===== src/rtl/memory_control.sv =====
// Arbitrates one RAM port between instruction and data requesters, alternating on contention.
// Optional completion counters are enabled by defining MEMCTRL_STATS_EN.
module memory_control #(
    parameter int CNT_W = 32
) (
    input  logic             CLK,
    input  logic             nRST,
    input  logic             iREN,
    input  logic [31:0]      iaddr,
    output logic             iwait,
    output logic [31:0]      iload,
    input  logic             dREN,
    input  logic             dWEN,
    input  logic [31:0]      daddr,
    input  logic [31:0]      dstore,
    output logic             dwait,
    output logic [31:0]      dload,
    output logic             ramREN,
    output logic             ramWEN,
    output logic [31:0]      ramaddr,
    output logic [31:0]      ramstore,
    input  logic [31:0]      ramload,
    input  logic [1:0]       ramstate,
    output logic [CNT_W-1:0] icount,
    output logic [CNT_W-1:0] dcount
);
    typedef enum logic [1:0] {IDLE, DSERV, ISERV} state_t;

    localparam logic [1:0] RAM_ACCESS = 2'd2;
    localparam logic [1:0] RAM_ERROR  = 2'd3;

    state_t state_reg, state_next;
    logic   lastd_reg;
    logic   d_req;
    logic   d_done, i_done;

    assign d_req = dREN | dWEN;
    assign iload = ramload;
    assign dload = ramload;

    always_ff @(posedge CLK) begin
        if (!nRST) begin
            state_reg <= IDLE;
            lastd_reg <= 1'b0;
        end else begin
            state_reg <= state_next;
            if (d_done)
                lastd_reg <= 1'b1;
            else if (i_done)
                lastd_reg <= 1'b0;
        end
    end

    always_comb begin
        state_next = state_reg;
        ramREN     = 1'b0;
        ramWEN     = 1'b0;
        ramaddr    = '0;
        ramstore   = '0;
        iwait      = 1'b1;
        dwait      = 1'b1;
        d_done     = 1'b0;
        i_done     = 1'b0;
        case (state_reg)
            IDLE: begin
                // Data goes first unless it was served last and instruction is waiting
                if (d_req && !(lastd_reg && iREN))
                    state_next = DSERV;
                else if (iREN)
                    state_next = ISERV;
            end
            DSERV: begin
                ramaddr  = daddr;
                ramstore = dstore;
                ramWEN   = dWEN;
                ramREN   = dREN & ~dWEN;
                if (ramstate == RAM_ACCESS) begin
                    dwait      = 1'b0;
                    d_done     = 1'b1;
                    state_next = IDLE;
                end else if (ramstate == RAM_ERROR || !d_req) begin
                    state_next = IDLE;
                end
            end
            ISERV: begin
                ramaddr = iaddr;
                ramREN  = 1'b1;
                if (ramstate == RAM_ACCESS) begin
                    iwait      = 1'b0;
                    i_done     = 1'b1;
                    state_next = IDLE;
                end else if (ramstate == RAM_ERROR || !iREN) begin
                    state_next = IDLE;
                end
            end
            default: state_next = IDLE;
        endcase
    end

`ifdef MEMCTRL_STATS_EN
    logic [CNT_W-1:0] icount_reg, dcount_reg;

    // Counters stick at all-ones rather than wrapping
    always_ff @(posedge CLK) begin
        if (!nRST) begin
            icount_reg <= '0;
            dcount_reg <= '0;
        end else begin
            if (i_done && icount_reg != '1)
                icount_reg <= icount_reg + 1'b1;
            if (d_done && dcount_reg != '1)
                dcount_reg <= dcount_reg + 1'b1;
        end
    end

    assign icount = icount_reg;
    assign dcount = dcount_reg;
`else
    assign icount = '0;
    assign dcount = '0;
`endif
endmodule


===== config.mk =====
export PLATFORM = sky130hd
export DESIGN_NAME = memory_control
export DESIGN_NICKNAME = d
export VERILOG_FILES = /design/src/rtl/memory_control.sv
export SDC_FILE = /design/constraint.sdc
export NUM_CORES = 1
export LEC_CHECK = 0
export ABC_AREA = 1
export ABC_CLOCK_PERIOD_IN_PS = 1200
export BUFFER_PORTS_ARGS = -buffer_cell sky130_fd_sc_hd__buf_2
export CORE_AREA = 2 2 129 131
export DETAILED_ROUTE_END_ITERATION = 16
export DIE_AREA = 0 0 131 133
export GPL_ROUTABILITY_DRIVEN = 0
export MAX_ROUTING_LAYER = met4
export PLACE_DENSITY = 0.54
export SETUP_SLACK_MARGIN = 0.02
export SLEW_MARGIN = 10
export SYNTH_ARGS = -nofsm -noshare
export SYNTH_HDL_FRONTEND = slang
export SYNTH_SLANG_ARGS = --single-unit

===== constraint.sdc =====
create_clock -name CLK -period 1.2 [get_ports CLK]
set_input_delay 0 -clock CLK [delete_from_list [all_inputs] [get_ports CLK]]
set_output_delay 0 -clock CLK [all_outputs]
set_load 0.02 [all_outputs]

==> results.yml, run 1 <==
route:
  vias: 2164
  wl_met3_um: 654
  wire_per_inst_um: 10.8
  top_layer: "met4"
  drtAntennaViolNets: 0
  wirelength_met1_um: 2700
  via_per_inst: 3.22
  drtPass1Iterations: 4
  wl_met2_um: 3600
  first_iter_violations: 91
  wirelength_um: 7280
  drc: 0
critical_path:
  cp.arrival_ns: 1.46
  crit-reg2reg-launch: "state_reg[0]"
  crit_start: "state_reg[0]"
  cp_max_fo: 24
  cp_slowest_stage_delay_ns: 0.34
  cp-end-kind: "output pin"
  critPathRequiredTime_ns: 1.20
  crit_chain: "buf_6 > ha_4 > buf_12 > nand2_1 > a21oi_1 > buf_4"
  ff2ff_path_depth: 9
  path_buf_inv: 3
  r2r_slack_ns: -0.10
  timing.rr.end: "state_reg[0]"
  cp.depth: 6
  path_class: "flip-flop to output pin"
  startpoint_type: "flip-flop"
  crit_family: "buffers and inverters"
  critPathSlowestCell: "dfxtp_2"
  crit_end: "ramaddr[16]"
global_route:
  grt_pass1_wl_um: 10100
  grt_pass1_vias: 1960
  grtUsageTotal_pct: 7.69
  grt_antenna_before_repair: 0
  grt_max_degree: 25
  grt-ovfl-total: 0
floorplanning:
  rows: 47
  die_h_um: 133
  io_pins: 331
  die_w_um: 131
  dieArea_um2: 17400
  start_util_pct: 11.9
  core-area_um2: 16200
power:
  power.switching_w: 0.00136
  ir_drop_v: 0.000682
  clkPwrFrac_pct: 18.5
  cellPowerDensity_nw_per_um2: 910
  p_sw_share_pct: 47.5
  p_seq_share_pct: 4.3
  comb_power_share_pct: 77.2
  p_int_w: 0.00150
  p_leak_nw: 1.69
clocking:
  clk_pin_slew_worst_paths_ns: 0.03
  clk_latency_ns: 0.22
  cts_root_buf: "clkbuf_16"
  cts_hold_buf: 0
  cts_buffer_depth: 2
  cts.sinks: 3
  cts_made_buffers: 3
  htreeDepth: 1
  cts_tree: "done"
yosys:
  synth_area_leaders: "buf_4 50%, nand2_1 21%, a21oi_1 8.8%, inv_1 7.8%, dfxtp_1 3.1%"
  yosys.area.top_type: "buf_4"
  synth_cell_types: 15
  synth_area_um2: 1920
  synth_top_area_share_pct: 50.3
  synth_commonest_cells: "129 x buf_4, 107 x nand2_1, 40 x inv_1, 34 x a21oi_1, 7 x buf_2"
  yosysWarningCount: 0
  yosysSeqAreaShare_pct: 3.12
  synth.most_common_cell: "buf_4"
  synth_flop_cell: "dfxtp_1"
  async_flop_share_pct: 0
  synth-seq-cells: 3
  synth-edff-count: 0
  synthCells: 340
  avgSynthCellArea_um2: 5.66
sta:
  rsz0062_at_grt: "yes"
  setup-violations-final: 69
  drv_slew: 0
  period_minus_slack_ns: 1.46
  final-hold-violation-count: 0
  clock_skew_ns: 0.00200
  period_share_pct: 122
  fmax_mhz: 684
  fin_setup_tns_ns: -12.45
  setup_ws_ns: -0.262
  whs_ns: 0.00000517
min_path:
  hp-class: "primary input to output pin"
placed_design:
  placed_cell_area_um2: 2430
  pre_cts_ws_ns: -0.197
  hpwlAfterDp_um: 5300
  io_buffer_count: 170
finish:
  largest_reg_flops: 2
  drive_gt1_share_pct: 62.5
  fin_nets: 592
  nFillCells: 1825
  diodes: 0
  area_delta_synth_final_pct: 63.2
  final_area_um2: 3140
run_status:
  violations: "negative setup slack"
  outcome: "finished with violations"
flow_run:
  cap_viol_max_count: 0
==> power by group through the flow <==
stage          Combinational [W]  Sequential (W)  Clock, W
5_1_grt                  0.00240        0.000126  0.000546
2_1_floorplan            0.00146        0.000120         0
3_3_place_gp             0.00157        0.000121         0
4_1_cts                  0.00207        0.000121  0.000536
6_report                 0.00221        0.000123  0.000529
3_5_place_dp             0.00158        0.000121         0
==> through the flow <==
step / power (W) / std cells / utilization (%)
finish: 0.00286 / 673 / 19.4
global placement: 0.00170 / 662 / 15.0
global route: 0.00307 / 673 / 19.4
detailed placement: 0.00170 / 662 / 15.0
CTS: 0.00273 / 672 / 18.4
floorplan: 0.00158 / 403 / -
==> cells in the final DEF (no fill, tap or decap), types with 2 or more instances in the layout <==
cell       Yosys  routed
conb_1         1      64
clkbuf_16      0       3
nor2_2         0       2
buf_16         0       4
nand3_1        4       2
buf_2          7     106
buf_4        129      33
nand2_1      107      79
ha_4           0       3
buf_12         0       6
dfxtp_2        0       2
inv_2          0      30
nand2_4        0       2
nand3_2        0       2
inv_1         40       9
buf_6          3      38
a21oi_2        1      24
nand2_2        0      26
a21oi_1       34      11
==> cells by family after synthesis <==
kind of cell | Yosys count | synth area share (%)
adder cells (fa/ha/maj) | 3 | 1.95
buffers and inverters | 182 | 62.3
AO/OA/AOI/OAI | 36 | 9.56
AND/OR/NAND/NOR | 115 | 22.9
flip-flops | 3 | 3.12
other | 1 | 0.195
==> worst register-to-register path, cell delays in order, from the launching register on <==
cell,delay (ns)
dfxtp_2,0.34
buf_6,0.10
ha_4,0.20
buf_4,0.15
nand2_4,0.05
nand3_2,0.07
nand2_2,0.07
nand2_2,0.08
nand2_2,0.05
a21oi_2,0.12
==> worst min-delay path by stage <==
| stage | from | to | slack, ns | cells past startpoint |
|---|---|---|---|---|
| floorplan | ramstate[1] | dwait | 0.11 | 1 |
| global placement | ramload[30] | dload[30] | 0.0002 | 0 |
| detailed placement | ramload[30] | dload[30] | 0.0002 | 0 |
| CTS | ramload[30] | dload[30] | 0.0002 | 0 |
| global route | ramload[27] | iload[27] | 0.00004 | 0 |
| finish | ramload[26] | iload[26] | 0.000005 | 0 |
==> timing repair <==
action                     4_1_cts  5_1_grt
buffers inserted                 2        1
pin swaps                        1        6
resized for setup              121       71
gates cloned                     4        0
setup endpoints to repair       70       71
==> routing by layer <==
| metal | vias up | global-route usage, % |
|---|---|---|
| met2 | 148 | 13.2 |
| li1 | 1043 | - |
| met3 | 34 | 1.37 |
| met1 | 939 | 8.38 |
| met4 | 0 | 4.02 |
| met5 | - | - |
==> area by class of cell <==
class / instances / area, um^2 / area share, %
sequential: 3 / 62.6 / 1.99
tap: 220 / 275 / 8.76
clock buffer: 4 / 78.8 / 2.51
inverter: 40 / 151 / 4.82
timing repair buffer: 188 / 1450 / 46.2
multi-input combinational: 218 / 1120 / 35.7
(Power assumes the default switching activity.)
==> run 2, diff against run 1 <==
--- a/config.mk
+++ b/config.mk
@@ -5,12 +5,11 @@
 export SDC_FILE = /design/constraint.sdc
 export NUM_CORES = 1
 export LEC_CHECK = 0
-export ABC_AREA = 1
 export ABC_CLOCK_PERIOD_IN_PS = 1200
 export BUFFER_PORTS_ARGS = -buffer_cell sky130_fd_sc_hd__buf_2
-export CORE_AREA = 2 2 129 131
+export CORE_AREA = 2 2 128 130
 export DETAILED_ROUTE_END_ITERATION = 16
-export DIE_AREA = 0 0 131 133
+export DIE_AREA = 0 0 130 132
 export GPL_ROUTABILITY_DRIVEN = 0
 export MAX_ROUTING_LAYER = met4
 export PLACE_DENSITY = 0.54
==> results.yml, run 2 <==
run_status:
  outcome: "finished with violations"
  violations: "negative setup slack"
sta:
  rsz0062_at_grt: "yes"
  clock_skew_ns: 0.00101
  setup-violations-final: 70
  final-hold-violation-count: 0
  fmax_mhz: 678
  drv_slew: 0
  setup_ws_ns: -0.275
  period_share_pct: 123
  period_minus_slack_ns: 1.48
  fin_setup_tns_ns: -12.20
  whs_ns: 0.0000103
critical_path:
  ff2ff_path_depth: 7
  crit_chain: "inv_2 > ha_1 > buf_12 > nor2b_2 > buf_2"
  cp_slowest_stage_delay_ns: 0.36
  path_class: "flip-flop to output pin"
  critPathRequiredTime_ns: 1.20
  cp.arrival_ns: 1.48
  startpoint_type: "flip-flop"
  crit-reg2reg-launch: "state_reg[1]"
  critPathSlowestCell: "dfxtp_4"
  r2r_slack_ns: -0.19
  crit_start: "state_reg[0]"
  crit_end: "ramaddr[15]"
  cp_max_fo: 26
  cp-end-kind: "output pin"
  timing.rr.end: "state_reg[1]"
finish:
  fin_nets: 520
  register_area_um2: 65.1
  final_cell_mix: "121 x buf_2, 64 x conb_1, 31 x buf_6, 30 x and2_2, 29 x buf_4"
  area_delta_synth_final_pct: 64.8
  final_core_util_pct: 20.0
  nFillCells: 1770
  largest_reg_flops: 2
  drive_gt1_share_pct: 75.3
  multiInputGateArea_um2: 1360
  diodes: 0
  layout_commonest_cell: "buf_2"
route:
  wire_per_inst_um: 11.8
  drtAntennaViolNets: 0
  first_iter_violations: 26
  drtPass1Iterations: 4
  via_per_inst: 3.32
  wirelength_um: 7030
  vias: 1980
  drc: 0
clocking:
  cts_tree: "done"
  cts_made_buffers: 3
  clk_latency_ns: 0.22
  cts.sinks: 3
  clk_pin_slew_worst_paths_ns: 0.03
  cts_buffer_depth: 2
  htreeDepth: 1
  cts_root_buf: "clkbuf_16"
global_route:
  gr-usage-met1_pct: 6.38
  grt-ovfl-total: 0
  grt_antenna_before_repair: 0
  grt_max_degree: 39
  gr-usage-met3_pct: 1.91
  grt_pass1_vias: 1885
  grt.busiest_layer: "met2"
  grtUsageTotal_pct: 7.49
  grt_pass1_wl_um: 9580
  met2_usage_pct: 14.5
power:
  p_sw_share_pct: 43.1
  comb_power_share_pct: 77.3
  clkPwrFrac_pct: 18.2
  p_leak_nw: 1.52
  p_int_w: 0.00165
  p_seq_share_pct: 4.5
  power.switching_w: 0.00125
  cellPowerDensity_nw_per_um2: 924
  ir_drop_v: 0.000477
floorplanning:
  dieArea_um2: 17200
  rows: 46
  start_util_pct: 12.1
  io_pins: 331
  die_h_um: 132
  core-area_um2: 15700
  die_w_um: 130
placed_design:
  hpwlAfterDp_um: 5530
  io_buffer_count: 170
yosys:
  synthCells: 266
  yosysSeqAreaShare_pct: 3.15
  synth-edff-count: 0
  yosysWarningCount: 0
  async_flop_share_pct: 0
  synth_top_area_share_pct: 50.4
  synth_area_leaders: "buf_4 50%, a22oi_1 13%, and2_1 11%, nor2b_1 10%, dfxtp_1 3.1%"
  avgSynthCellArea_um2: 7.17
  synth_commonest_cells: "128 x buf_4, 33 x and2_1, 32 x a22oi_1, 32 x nor2b_1"
  yosys.area.top_type: "buf_4"
  synth-seq-cells: 3
  synth_cell_types: 24
  synth_area_um2: 1910
  synth_flop_cell: "dfxtp_1"
  synth.most_common_cell: "buf_4"
min_path:
  worstHoldPathCells: 0
  hp-class: "primary input to output pin"
flow_run:
  cap_viol_max_count: 0
==> run 2: cell types whose count changed after synthesis, moves of 32 or more <==
cell / previous run / this run
a22oi_1: 0 / 32
nand2_1: 107 / 1
nor2b_1: 0 / 32
inv_1: 40 / 4
a21oi_1: 34 / 1
and2_1: 0 / 33
==> run 2: per-layer routing <==
metal	vias to the layer above	wire (um)
li1	906	-
met1	856	2200
met2	185	3670
met3	33	839
met4	0	320
met5	-	0
==> run 2: cells by family after synthesis <==
| family | count (synthesis) | share of synthesized area (%) |
|---|---|---|
| buffers and inverters | 146 | 54.3 |
| AND/OR/NAND/NOR | 72 | 23.8 |
| AO/OA/AOI/OAI | 41 | 16.5 |
| adder cells (fa/ha/maj) | 3 | 1.97 |
| flip-flops | 3 | 3.15 |
| other | 1 | 0.197 |
==> run 2: how the worst min path moves through the flow <==
stage / end / startpoint / slack [ns]
floorplan: dload[0] / ramload[0] / 0.11
global placement: dload[14] / ramload[14] / 0.0002
detailed placement: dload[14] / ramload[14] / 0.0002
CTS: dload[14] / ramload[14] / 0.0002
global route: iload[23] / ramload[23] / 0.00005
finish: dload[19] / ramload[19] / 0.00001
==> run 2: critical path: cells and delay by family (launching register included) <==
family	cells	cell delay [ns]
buf+inv	3	0.39
flops	1	0.36
simple gates	1	0.15
fa+ha+maj	1	0.34
==> run 2: area by class of cell <==
class                      count  area share, %
multi-input combinational    180           43.2
timing repair buffer         190           43.1
tap                          216           8.60
clock buffer                   4           2.51
sequential                     3           2.07
inverter                       4          0.478
==> run 2: through the flow <==
stage	worst slack (ns)	instances	power, W	area [um^2]
after floorplan	-0.0374	329	0.00179	2340
after global placement	-0.139	586	0.00190	2540
after detailed placement	-0.169	586	0.00191	2540
after CTS	-0.309	596	0.00288	3080
after global routing	-0.352	597	0.00310	3140
final	-0.275	597	0.00291	3140
==> run 2: power by group through the flow <==
stage | Clock (W) | Combinational [W] | Sequential (W)
after CTS | 0.000538 | 0.00222 | 0.000130
after detailed placement | 0 | 0.00178 | 0.000125
after global placement | 0 | 0.00177 | 0.000125
final | 0.000530 | 0.00225 | 0.000130
after floorplan | 0 | 0.00167 | 0.000124
after global routing | 0.000547 | 0.00242 | 0.000132
==> run 2: timing repair <==
item / in CTS / in global routing
endpoints found under the setup margin: 71 / 71
hold buffers: 0 / 0
gates resized for setup: 107 / 13
buffers inserted: 5 / 0
cloned: 1 / 1
pin swaps: 4 / 13
